### src/rtl/instruction_fetch_pkg.sv
// Shared constants, IF/ID payload and next-PC select encoding for the instruction-fetch stage.
package instruction_fetch_pkg;

  localparam int unsigned XLEN          = 32;
  localparam int unsigned INST_MEM_SIZE = 1024;

  localparam logic [XLEN-1:0] RESET_PC  = 32'h0000_0000;
  localparam logic [XLEN-1:0] NOP_INSTR = 32'h0000_0000;

  // IF/ID pipeline register payload
  typedef struct packed {
    logic [XLEN-1:0] instr;
    logic [XLEN-1:0] pc_plus4;
    logic            valid;
  } ifid_t;

  typedef enum logic [1:0] {
    SEL_SEQ    = 2'd0,
    SEL_BRANCH = 2'd1,
    SEL_JUMP   = 2'd2,
    SEL_HOLD   = 2'd3
  } pc_sel_e;

  function automatic logic [XLEN-1:0] word_align(input logic [XLEN-1:0] addr);
    return {addr[XLEN-1:2], 2'b00};
  endfunction

endpackage

### src/rtl/next_pc_sel.sv
// Combinational next-PC priority mux: stall > jump > branch > sequential; also flags redirect and misalignment.
module next_pc_sel
  import instruction_fetch_pkg::*;
(
  input  logic [XLEN-1:0] pc,
  input  logic [XLEN-1:0] pc_plus4,
  input  logic            stall,
  input  logic            branch_taken,
  input  logic [XLEN-1:0] branch_target,
  input  logic            jump_en,
  input  logic [XLEN-1:0] jump_target,
  output logic [XLEN-1:0] next_pc_c,
  output logic            redirect_c,
  output logic            misalign_c
);

  pc_sel_e         sel_c;
  logic [XLEN-1:0] target_c;

  always_comb begin : sel_decode
    sel_c = SEL_SEQ;
    if (stall) begin
      sel_c = SEL_HOLD;
    end else if (jump_en) begin
      sel_c = SEL_JUMP;
    end else if (branch_taken) begin
      sel_c = SEL_BRANCH;
    end
  end

  always_comb begin : target_mux
    target_c = branch_target;
    if (jump_en) begin
      target_c = jump_target;
    end
  end

  always_comb begin : pc_mux
    next_pc_c = pc_plus4;
    case (sel_c)
      SEL_HOLD:   next_pc_c = pc;
      SEL_JUMP:   next_pc_c = word_align(jump_target);
      SEL_BRANCH: next_pc_c = word_align(branch_target);
      default:    next_pc_c = pc_plus4;
    endcase
  end

  assign redirect_c = (sel_c == SEL_JUMP) || (sel_c == SEL_BRANCH);
  assign misalign_c = redirect_c && (target_c[1:0] != 2'b00);

endmodule

### src/rtl/instruction_fetch.sv
// MIPS32 IF stage: PC register, next-PC select and IF/ID register with stall/flush/redirect bubbles.
// Optional FETCH_ALIGN_CHK_EN: pulse misalign_fault one cycle after a misaligned accepted redirect.
module instruction_fetch
  import instruction_fetch_pkg::*;
(
  input  logic            clk,
  input  logic            rst,
  input  logic            stall,
  input  logic            flush,
  input  logic            branch_taken,
  input  logic [XLEN-1:0] branch_target,
  input  logic            jump_en,
  input  logic [XLEN-1:0] jump_target,
  output logic [XLEN-1:0] imem_addr,
  input  logic [XLEN-1:0] imem_instr,
  output logic [XLEN-1:0] pc,
  output logic [XLEN-1:0] ifid_instr,
  output logic [XLEN-1:0] ifid_pc_plus4,
  output logic            ifid_valid,
  output logic            misalign_fault
);

  logic [XLEN-1:0] pc_q;
  logic [XLEN-1:0] pc_plus4_c;
  logic [XLEN-1:0] next_pc_c;
  logic            redirect_c;
  logic            misalign_c;
  ifid_t           ifid_q;
  ifid_t           ifid_d_c;

  // 32-bit modulo increment; wraps FFFF_FFFC to 0
  assign pc_plus4_c = pc_q + XLEN'(4);

  next_pc_sel u_next_pc_sel (
    .pc            (pc_q),
    .pc_plus4      (pc_plus4_c),
    .stall         (stall),
    .branch_taken  (branch_taken),
    .branch_target (branch_target),
    .jump_en       (jump_en),
    .jump_target   (jump_target),
    .next_pc_c     (next_pc_c),
    .redirect_c    (redirect_c),
    .misalign_c    (misalign_c)
  );

  // Wrong-path word in a redirect cycle is squashed; flush overrides stall here only
  always_comb begin : ifid_next
    ifid_d_c = ifid_q;
    if (flush || redirect_c) begin
      ifid_d_c.instr    = NOP_INSTR;
      ifid_d_c.pc_plus4 = '0;
      ifid_d_c.valid    = 1'b0;
    end else if (!stall) begin
      ifid_d_c.instr    = imem_instr;
      ifid_d_c.pc_plus4 = pc_plus4_c;
      ifid_d_c.valid    = 1'b1;
    end
  end

  always_ff @(posedge clk or posedge rst) begin : pc_reg
    if (rst) begin
      pc_q <= RESET_PC;
    end else begin
      pc_q <= next_pc_c;
    end
  end

  always_ff @(posedge clk or posedge rst) begin : ifid_reg
    if (rst) begin
      ifid_q.instr    <= NOP_INSTR;
      ifid_q.pc_plus4 <= '0;
      ifid_q.valid    <= 1'b0;
    end else begin
      ifid_q <= ifid_d_c;
    end
  end

`ifdef FETCH_ALIGN_CHK_EN
  logic misalign_q;

  always_ff @(posedge clk or posedge rst) begin : misalign_reg
    if (rst) begin
      misalign_q <= 1'b0;
    end else begin
      misalign_q <= misalign_c;
    end
  end

  assign misalign_fault = misalign_q;
`else
  logic unused_misalign;

  assign unused_misalign = misalign_c;
  assign misalign_fault  = 1'b0;
`endif

  assign pc            = pc_q;
  assign imem_addr     = pc_q;
  assign ifid_instr    = ifid_q.instr;
  assign ifid_pc_plus4 = ifid_q.pc_plus4;
  assign ifid_valid    = ifid_q.valid;

endmodule

### config.mk
export PLATFORM = sky130hd
export DESIGN_NAME = instruction_fetch
export DESIGN_NICKNAME = d
export VERILOG_FILES = /design/src/rtl/instruction_fetch_pkg.sv /design/src/rtl/next_pc_sel.sv /design/src/rtl/instruction_fetch.sv
export SDC_FILE = /design/constraint.sdc
export NUM_CORES = 1
export LEC_CHECK = 0
export ABC_AREA = 1
export BUFFER_PORTS_ARGS = -buffer_cell sky130_fd_sc_hd__buf_2
export CAP_MARGIN = 25
export CORE_UTILIZATION = 52
export CTS_CLUSTER_DIAMETER = 120
export DETAILED_ROUTE_END_ITERATION = 6
export PLACE_DENSITY_LB_ADDON = 0.3
export SYNTH_ARGS = -nofsm -noshare
export SYNTH_HDL_FRONTEND = slang
export SYNTH_SLANG_ARGS = --single-unit
### constraint.sdc
create_clock -name clk -period 6.1 [get_ports clk]
set_input_delay 0.61 -clock clk [delete_from_list [all_inputs] [get_ports clk]]
set_output_delay 0.61 -clock clk [all_outputs]
set_load 0.01 [all_outputs]
# Word level (Yosys, flattened, before mapping)
# Index checks and enable logic that the tools add are counted.
word_totals:
  register_bits: 97
  wordCells: 17
  output_inout_bits: 130
classes:
  add_sub_neg: 1
  mux: 6
  n_eq_ne: 4
  reduce_logical: 2
op_table:
  columns: ["op", "count"]
  rows:
  - ["2-to-1 mux 65 bit", 2]
  - ["case mux 32 bit (3 select lines)", 1]
  - ["adder 32 x 3 -> 32 bit, second input constant", 1]
  - ["== test 2 bit, second input constant", 2]
  - ["2-to-1 mux 2 bit", 2]
  - ["== test 2 x 1 -> 1 bit, second input constant", 1]
  - ["logical OR 1 bit", 2]
  - ["inequality test 2 x 1 -> 1 bit, second input constant", 1]
  - ["2-to-1 mux 1 bit", 1]

# Depth between registers and ports, before layout
logic_depth:
  ltp_word: 7
  ltp_mapped: 12
  depth_no_buf: 10

# Hierarchy
# A second synthesis with hierarchy kept.
unflattened:
  hier_cells: 723
  area_unflattened_um2: 5539.1
by_module_without_submodules:
  columns: ["module", "area_each_um2", "cells_per_inst", "n_inst", "seq_area_each_um2"]
  rows:
  - ["instruction_fetch", 4365.4, 445, 1, 2427.3]
  - ["next_pc_sel", 1173.6, 278, 1, 0.0]

# Worst setup path before layout
# No wires, ideal clock.
synth_path:
  path_kind: "in2reg"
  start: "input jump_en"
  end: "register ifid_q (netlist bit ifid_instr[0])"
  path_buffers: 3
  setup_slack_ns: 4.029
  path_stages: 11
  arrival_time_ns: 1.950
  cell_sequence: "inv_1 > a21oi_1 > inv_1 > ha_1 > buf_2 > nor2_2 > inv_2 > nor2_2 > buf_4 > buf_4 > a22o_1"
synth_via:
  elab_chain_cells: 6
  elab_cells_between_ends: 8
  cone_classes: "eq/ne: 3; mux: 3; reduce/logical: 2"
synth_lines:
  columns: ["item", "line_no", "rtl"]
  rows:
  - ["from (decl)", "instruction_fetch.sv:12", "input logic jump_en,"]
  - ["2-to-1 mux 2 bit *", "next_pc_sel.sv:24", "end else if (jump_en) begin"]
  - ["2-to-1 mux 2 bit *", "next_pc_sel.sv:22", "if (stall) begin"]
  - ["== test 2 bit or == test 2 x 1 -> 1 bit (tied branches)", "next_pc_sel.sv:48", "assign redirect_c = (sel_c == SEL_JUMP) || (sel_c == SEL_BRANCH);"]
  - ["logical OR 1 bit *", "next_pc_sel.sv:48", null]
  - ["logical OR 1 bit *", "instruction_fetch.sv:50", "if (flush || redirect_c) begin"]
  - ["inequality test 2 x 1 -> 1 bit (no source line) or 2-to-1 mux 65 bit (tied branches)", null, null]
  - ["to (signal assigned)", "instruction_fetch.sv:75", "ifid_q <= ifid_d_c;"]
  - ["to (decl)", "instruction_fetch.sv:28", "ifid_t ifid_q;"]
# Mark *: on every way between the ends. The rest lies on a longest branch, timed or not.
# A chain may end at the register's enable or synchronous reset.

# Worst setup path in the final report
layout_path:
  start: "input stall"
  end: "register pc_q[10], in the netlist imem_addr[10]"
layout_via:
  elab_chain_cells: 3
  elab_cells_between_ends: 5
  cone_classes: "eq/ne: 3; mux: 2"
layout_lines:
  columns: ["item", "line_no", "rtl"]
  rows:
  - ["from (decl)", "instruction_fetch.sv:8", "input logic stall,"]
  - ["2-to-1 mux 2 bit *", "next_pc_sel.sv:22", null]
  - ["== test 2 x 1 -> 1 bit or == test 2 bit (tied branches)", "next_pc_sel.sv:40", "case (sel_c)"]
  - ["case mux 32 bit (3 select lines)", "next_pc_sel.sv:40", null]
  - ["to (signal assigned)", "instruction_fetch.sv:65", "pc_q <= next_pc_c;"]
  - ["to (decl)", "instruction_fetch.sv:23", "logic [XLEN-1:0] pc_q;"]
# Marks and branches as above.

==> impl_results.html <==
<table>
<tr><th>Metric</th><th>Value</th></tr>
<tr><th colspan="2">Run status</th></tr>
<tr><td>Run status</td><td>finished, final reports clean</td></tr>
<tr><th colspan="2">Pwr</th></tr>
<tr><td>Pwr Density</td><td>273.9 nW/um2</td></tr>
<tr><td>Net Switching</td><td>0.6543 mW</td></tr>
<tr><td>Internal Pwr Total</td><td>1.126 mW</td></tr>
<tr><td>Share of power burned in registers</td><td>44.7%</td></tr>
<tr><td>Fraction of power consumed by the clock network</td><td>26.1%</td></tr>
<tr><td>Worst IR drop on VDD</td><td>0.1183 mV</td></tr>
<tr><td>Post-layout total power</td><td>1.780 mW</td></tr>
<tr><td>Combinational cell fraction of total power</td><td>29.2%</td></tr>
<tr><td>Switching part of the total power</td><td>36.75%</td></tr>
<tr><td>Standby leakage power</td><td>3.712 nW</td></tr>
<tr><th colspan="2">STA</th></tr>
<tr><td>Worst slack on hold paths</td><td>198.4 ps</td></tr>
<tr><td>Period minus WS final</td><td>2704 ps</td></tr>
<tr><td>Layout Skew</td><td>12.43 ps</td></tr>
<tr><td>Final cycle utilization of the critical path</td><td>44.33%</td></tr>
<tr><td>Total of endpoints with negative setup slack in the final report</td><td>0</td></tr>
<tr><td>Actual transition at the worst max-transition pin</td><td>1011 ps</td></tr>
<tr><td>Rel. slew slack</td><td>32.58%</td></tr>
<tr><td>Highest achievable clock rate</td><td>0.3698 GHz</td></tr>
<tr><td>Final Slew Violations</td><td>0</td></tr>
<tr><td>Worst setup slack after layout</td><td>3396 ps</td></tr>
<tr><td>Hold Fails Final Rpt</td><td>0</td></tr>
<tr><td>RSZ-0062 raised after global routing</td><td>no</td></tr>
<tr><td>Post-route setup TNS</td><td>0 ps</td></tr>
<tr><th colspan="2">Setup path</th></tr>
<tr><td>Worst Path Arrival</td><td>2930 ps</td></tr>
<tr><td>Startpoint of the worst-slack reg-to-reg timing path</td><td>imem_addr[2]</td></tr>
<tr><td>Required time at the worst-slack endpoint</td><td>6320 ps</td></tr>
<tr><td>Logic depth of the worst register-to-register path</td><td>10</td></tr>
<tr><td>Worst-path fanout max</td><td>26</td></tr>
<tr><td>Reg-to-reg slack, setup</td><td>4290 ps</td></tr>
<tr><td>Critical path class</td><td>in2reg</td></tr>
<tr><td>Type of destination of the critical path</td><td>flop</td></tr>
<tr><td>Startpoint Class</td><td>input port</td></tr>
<tr><td>Reg-to-reg critical path endpoint</td><td>imem_addr[28]</td></tr>
<tr><th colspan="2">GRT</th></tr>
<tr><td>Initial antenna violation count</td><td>0</td></tr>
<tr><td>Wire length of the first global-routing pass</td><td>23090 um</td></tr>
<tr><td>Maximum number of pins on one net before global-route repair</td><td>70</td></tr>
<tr><td>Number of global-route vias before repair</td><td>4668</td></tr>
<tr><td>Overall routing resource usage</td><td>28.94%</td></tr>
<tr><td>Remaining global-route overflow</td><td>0</td></tr>
<tr><th colspan="2">Clocking</th></tr>
<tr><td>Clock tree from TritonCTS</td><td>built</td></tr>
<tr><td>Resize count post-CTS</td><td>0</td></tr>
<tr><td>CTS Buf Count</td><td>9</td></tr>
<tr><td>Number of buffers inserted by post-CTS setup repair</td><td>0</td></tr>
<tr><td>Hold buffers post-CTS</td><td>0</td></tr>
<tr><td>Number of buffers between clock root and the deepest sink</td><td>2</td></tr>
<tr><td>Worst-path clk slew</td><td>90 ps</td></tr>
<tr><td>Total number of H-tree levels</td><td>3</td></tr>
<tr><td>Sinks on the clock net</td><td>94</td></tr>
<tr><td>Clock root buffer master</td><td>sky130_fd_sc_hd__clkbuf_8</td></tr>
<tr><td>Clk Latency, worst-skew pair</td><td>370 ps</td></tr>
<tr><th colspan="2">Synth</th></tr>
<tr><td>Synthesized cell area</td><td>5320 um2</td></tr>
<tr><td>Synthesized-area fraction occupied by xor and xnor cells</td><td>1.317%</td></tr>
<tr><td>Largest cells by area after synthesis</td><td>sky130_fd_sc_hd__dfrtp_1 44%, sky130_fd_sc_hd__nand2_1 15%, sky130_fd_sc_hd__a22o_1 11%</td></tr>
<tr><td>Basic-gate share of the synthesized area counting and, or, nand and nor cells</td><td>25.35%</td></tr>
<tr><td>Number of warnings printed during yosys synthesis</td><td>0</td></tr>
<tr><td>Compound-Gate Fraction of Synth Area</td><td>16.49%</td></tr>
<tr><td>Number of library cell types mapped by synthesis</td><td>28</td></tr>
<tr><td>Area share of the largest cell type after synthesis</td><td>44.21%</td></tr>
<tr><td>Adder and majority gate portion of the synthesized area</td><td>0.9407%</td></tr>
<tr><td>Mux cell area share after synthesis</td><td>0%</td></tr>
<tr><td>Syn_area_per_cell</td><td>7.952 um2</td></tr>
<tr><td>Main combinational cell family by area after synthesis</td><td>simple AND/OR/NAND/NOR gates</td></tr>
<tr><td>Number of standard cells after synthesis</td><td>669</td></tr>
<tr><td>Sequential area share after synthesis</td><td>44.21%</td></tr>
<tr><td>Number of synthesized register bits</td><td>94</td></tr>
<tr><td>Area leader, netlist</td><td>sky130_fd_sc_hd__dfrtp_1</td></tr>
<tr><th colspan="2">Placed design</th></tr>
<tr><td>Setup slack at placement</td><td>2910 ps</td></tr>
<tr><td>RePlAce Congestion</td><td>0.8683</td></tr>
<tr><td>Placed wire-length estimate</td><td>11350 um</td></tr>
<tr><td>Input/output buffers</td><td>222</td></tr>
<tr><th colspan="2">Floorplanning</th></tr>
<tr><td>Die outline area</td><td>10640 um2</td></tr>
<tr><td>Top-Level Pins</td><td>232</td></tr>
<tr><td>Die Y</td><td>103.2 um</td></tr>
<tr><td>Placement row count</td><td>36</td></tr>
<tr><td>DIE WIDTH</td><td>103.2 um</td></tr>
<tr><td>Initial Util</td><td>53.93%</td></tr>
<tr><td>Core Box Area</td><td>9864 um2</td></tr>
<tr><th colspan="2">Hold path</th></tr>
<tr><td>Worst min-delay path category</td><td>in2async</td></tr>
<tr><th colspan="2">Route</th></tr>
<tr><td>Residual DRC</td><td>0</td></tr>
<tr><td>Violation count after the first detailed-routing iteration</td><td>284</td></tr>
<tr><td>Routed WL</td><td>15100 um</td></tr>
<tr><td>TritonRoute pass-1 iters</td><td>4</td></tr>
<tr><td>Average wire length per cell after detail routing</td><td>15.33 um</td></tr>
<tr><td>Total via count after detailed routing</td><td>5053</td></tr>
<tr><td>Antenna viol nets, final</td><td>0</td></tr>
<tr><td>Detail-routed via count per cell</td><td>5.130</td></tr>
<tr><th colspan="2">Layout</th></tr>
<tr><td>Count of fill cells added during filler insertion</td><td>889</td></tr>
<tr><td>Count of inserted antenna diode cells</td><td>0</td></tr>
<tr><td>Share of cells above drive strength 1</td><td>31.69%</td></tr>
<tr><td>Most frequent cells in the layout</td><td>222 x sky130_fd_sc_hd__buf_2, 215 x sky130_fd_sc_hd__nand2_1, 94 x sky130_fd_sc_hd__dfrtp_1</td></tr>
<tr><td>Final #Nets</td><td>953</td></tr>
<tr><td>Layout-stage area growth over the synthesis result</td><td>22.18%</td></tr>
<tr><td>Most common cell after layout, fill and taps aside</td><td>sky130_fd_sc_hd__buf_2</td></tr>
<tr><th colspan="2">Job</th></tr>
<tr><td>Max-Cap Viols</td><td>0</td></tr>
</table>
power groups by stage:
| stage | Sequential (mW) | Clock [mW] | Combinational, mW |
|---|---|---|---|
| CTS | 0.793 | 0.472 | 0.517 |
| detailed placement | 0.805 | 0 | 0.515 |
| finish | 0.795 | 0.465 | 0.521 |
| global route | 0.808 | 0.498 | 0.584 |
| global placement | 0.802 | 0 | 0.506 |
| floorplan | 0.813 | 0 | 0.334 |
how the worst max path moves through the flow:
stage	start	end	cells past startpoint
after global placement	stall	imem_addr[26]	9
after CTS	stall	imem_addr[26]	9
after global routing	stall	imem_addr[30]	11
after detailed placement	stall	imem_addr[26]	9
final	stall	imem_addr[10]	9
after floorplan	rst	ifid_instr[0]	1
metal layers:
| layer | global-route usage, % | vias to the layer above | share of wire [%] |
|---|---|---|---|
| li1 | - | 2497 | - |
| met1 | 39.22 | 2340 | 47 |
| met2 | 47.79 | 201 | 46 |
| met3 | 4.814 | 15 | 6.2 |
| met4 | 8.342 | 0 | 1.1 |
| met5 | 0 | - | 0 |
flip-flops by register name, summed over array words and instances, names as in the netlist:
name	cells
ifid_instr	32
ifid_pc_plus4	31
ifid_valid	1
imem_addr	30
cells in the mapped netlist, drive strengths merged:
| cell type | n |
|---|---|
| o21ai | 32 |
| and3 | 1 |
| o22ai | 2 |
| clkbuf | 14 |
| buf | 52 |
| a22oi | 1 |
| xnor2 | 2 |
| nand3 | 32 |
| nand2 | 222 |
| o21bai | 2 |
| nor2 | 62 |
| a22o | 65 |
| a21oi | 21 |
| xor2 | 6 |
| clkinv | 1 |
| nand4 | 2 |
| dfrtp | 94 |
| inv | 53 |
| conb | 1 |
| ha | 4 |
critical path, cell delays in order:
cell,delay [ps]
sky130_fd_sc_hd__buf_2,160
sky130_fd_sc_hd__a21oi_1,180
sky130_fd_sc_hd__inv_1,100
sky130_fd_sc_hd__ha_1,300
sky130_fd_sc_hd__buf_4,250
sky130_fd_sc_hd__clkinv_1,510
sky130_fd_sc_hd__buf_4,420
sky130_fd_sc_hd__o21ai_0,260
sky130_fd_sc_hd__o22ai_1,120
kinds of logic (layout without fill, tap and decap cells):
logic type      Yosys count  in the layout
flops                    94             94
fa+ha+maj                 4              4
other cells               1              5
simple gates            319            319
compound gates          123            123
buf+inv                 120            299
xor+xnor                  8              8
through the flow:
stage               utilization [%]  cells  cell area (um2)
floorplan                         -    673             5335
global placement              63.28    967             6242
detailed placement            63.28    967             6242
CTS                           65.50    983             6461
global route                  65.89    985             6500
finish                        65.89    985             6500
final cells by class:
class	instances	area, um2	share of cell area, %
multi-input combinational	459	2370	36.46
timing repair buffer	229	1187	18.27
sequential	94	2352	36.19
inverter	54	205.2	3.157
clock inverter	6	91.34	1.405
tap	133	166.4	2.560
clock buffer	10	127.6	1.963
No activity file was read; power rests on OpenSTA's default activity.
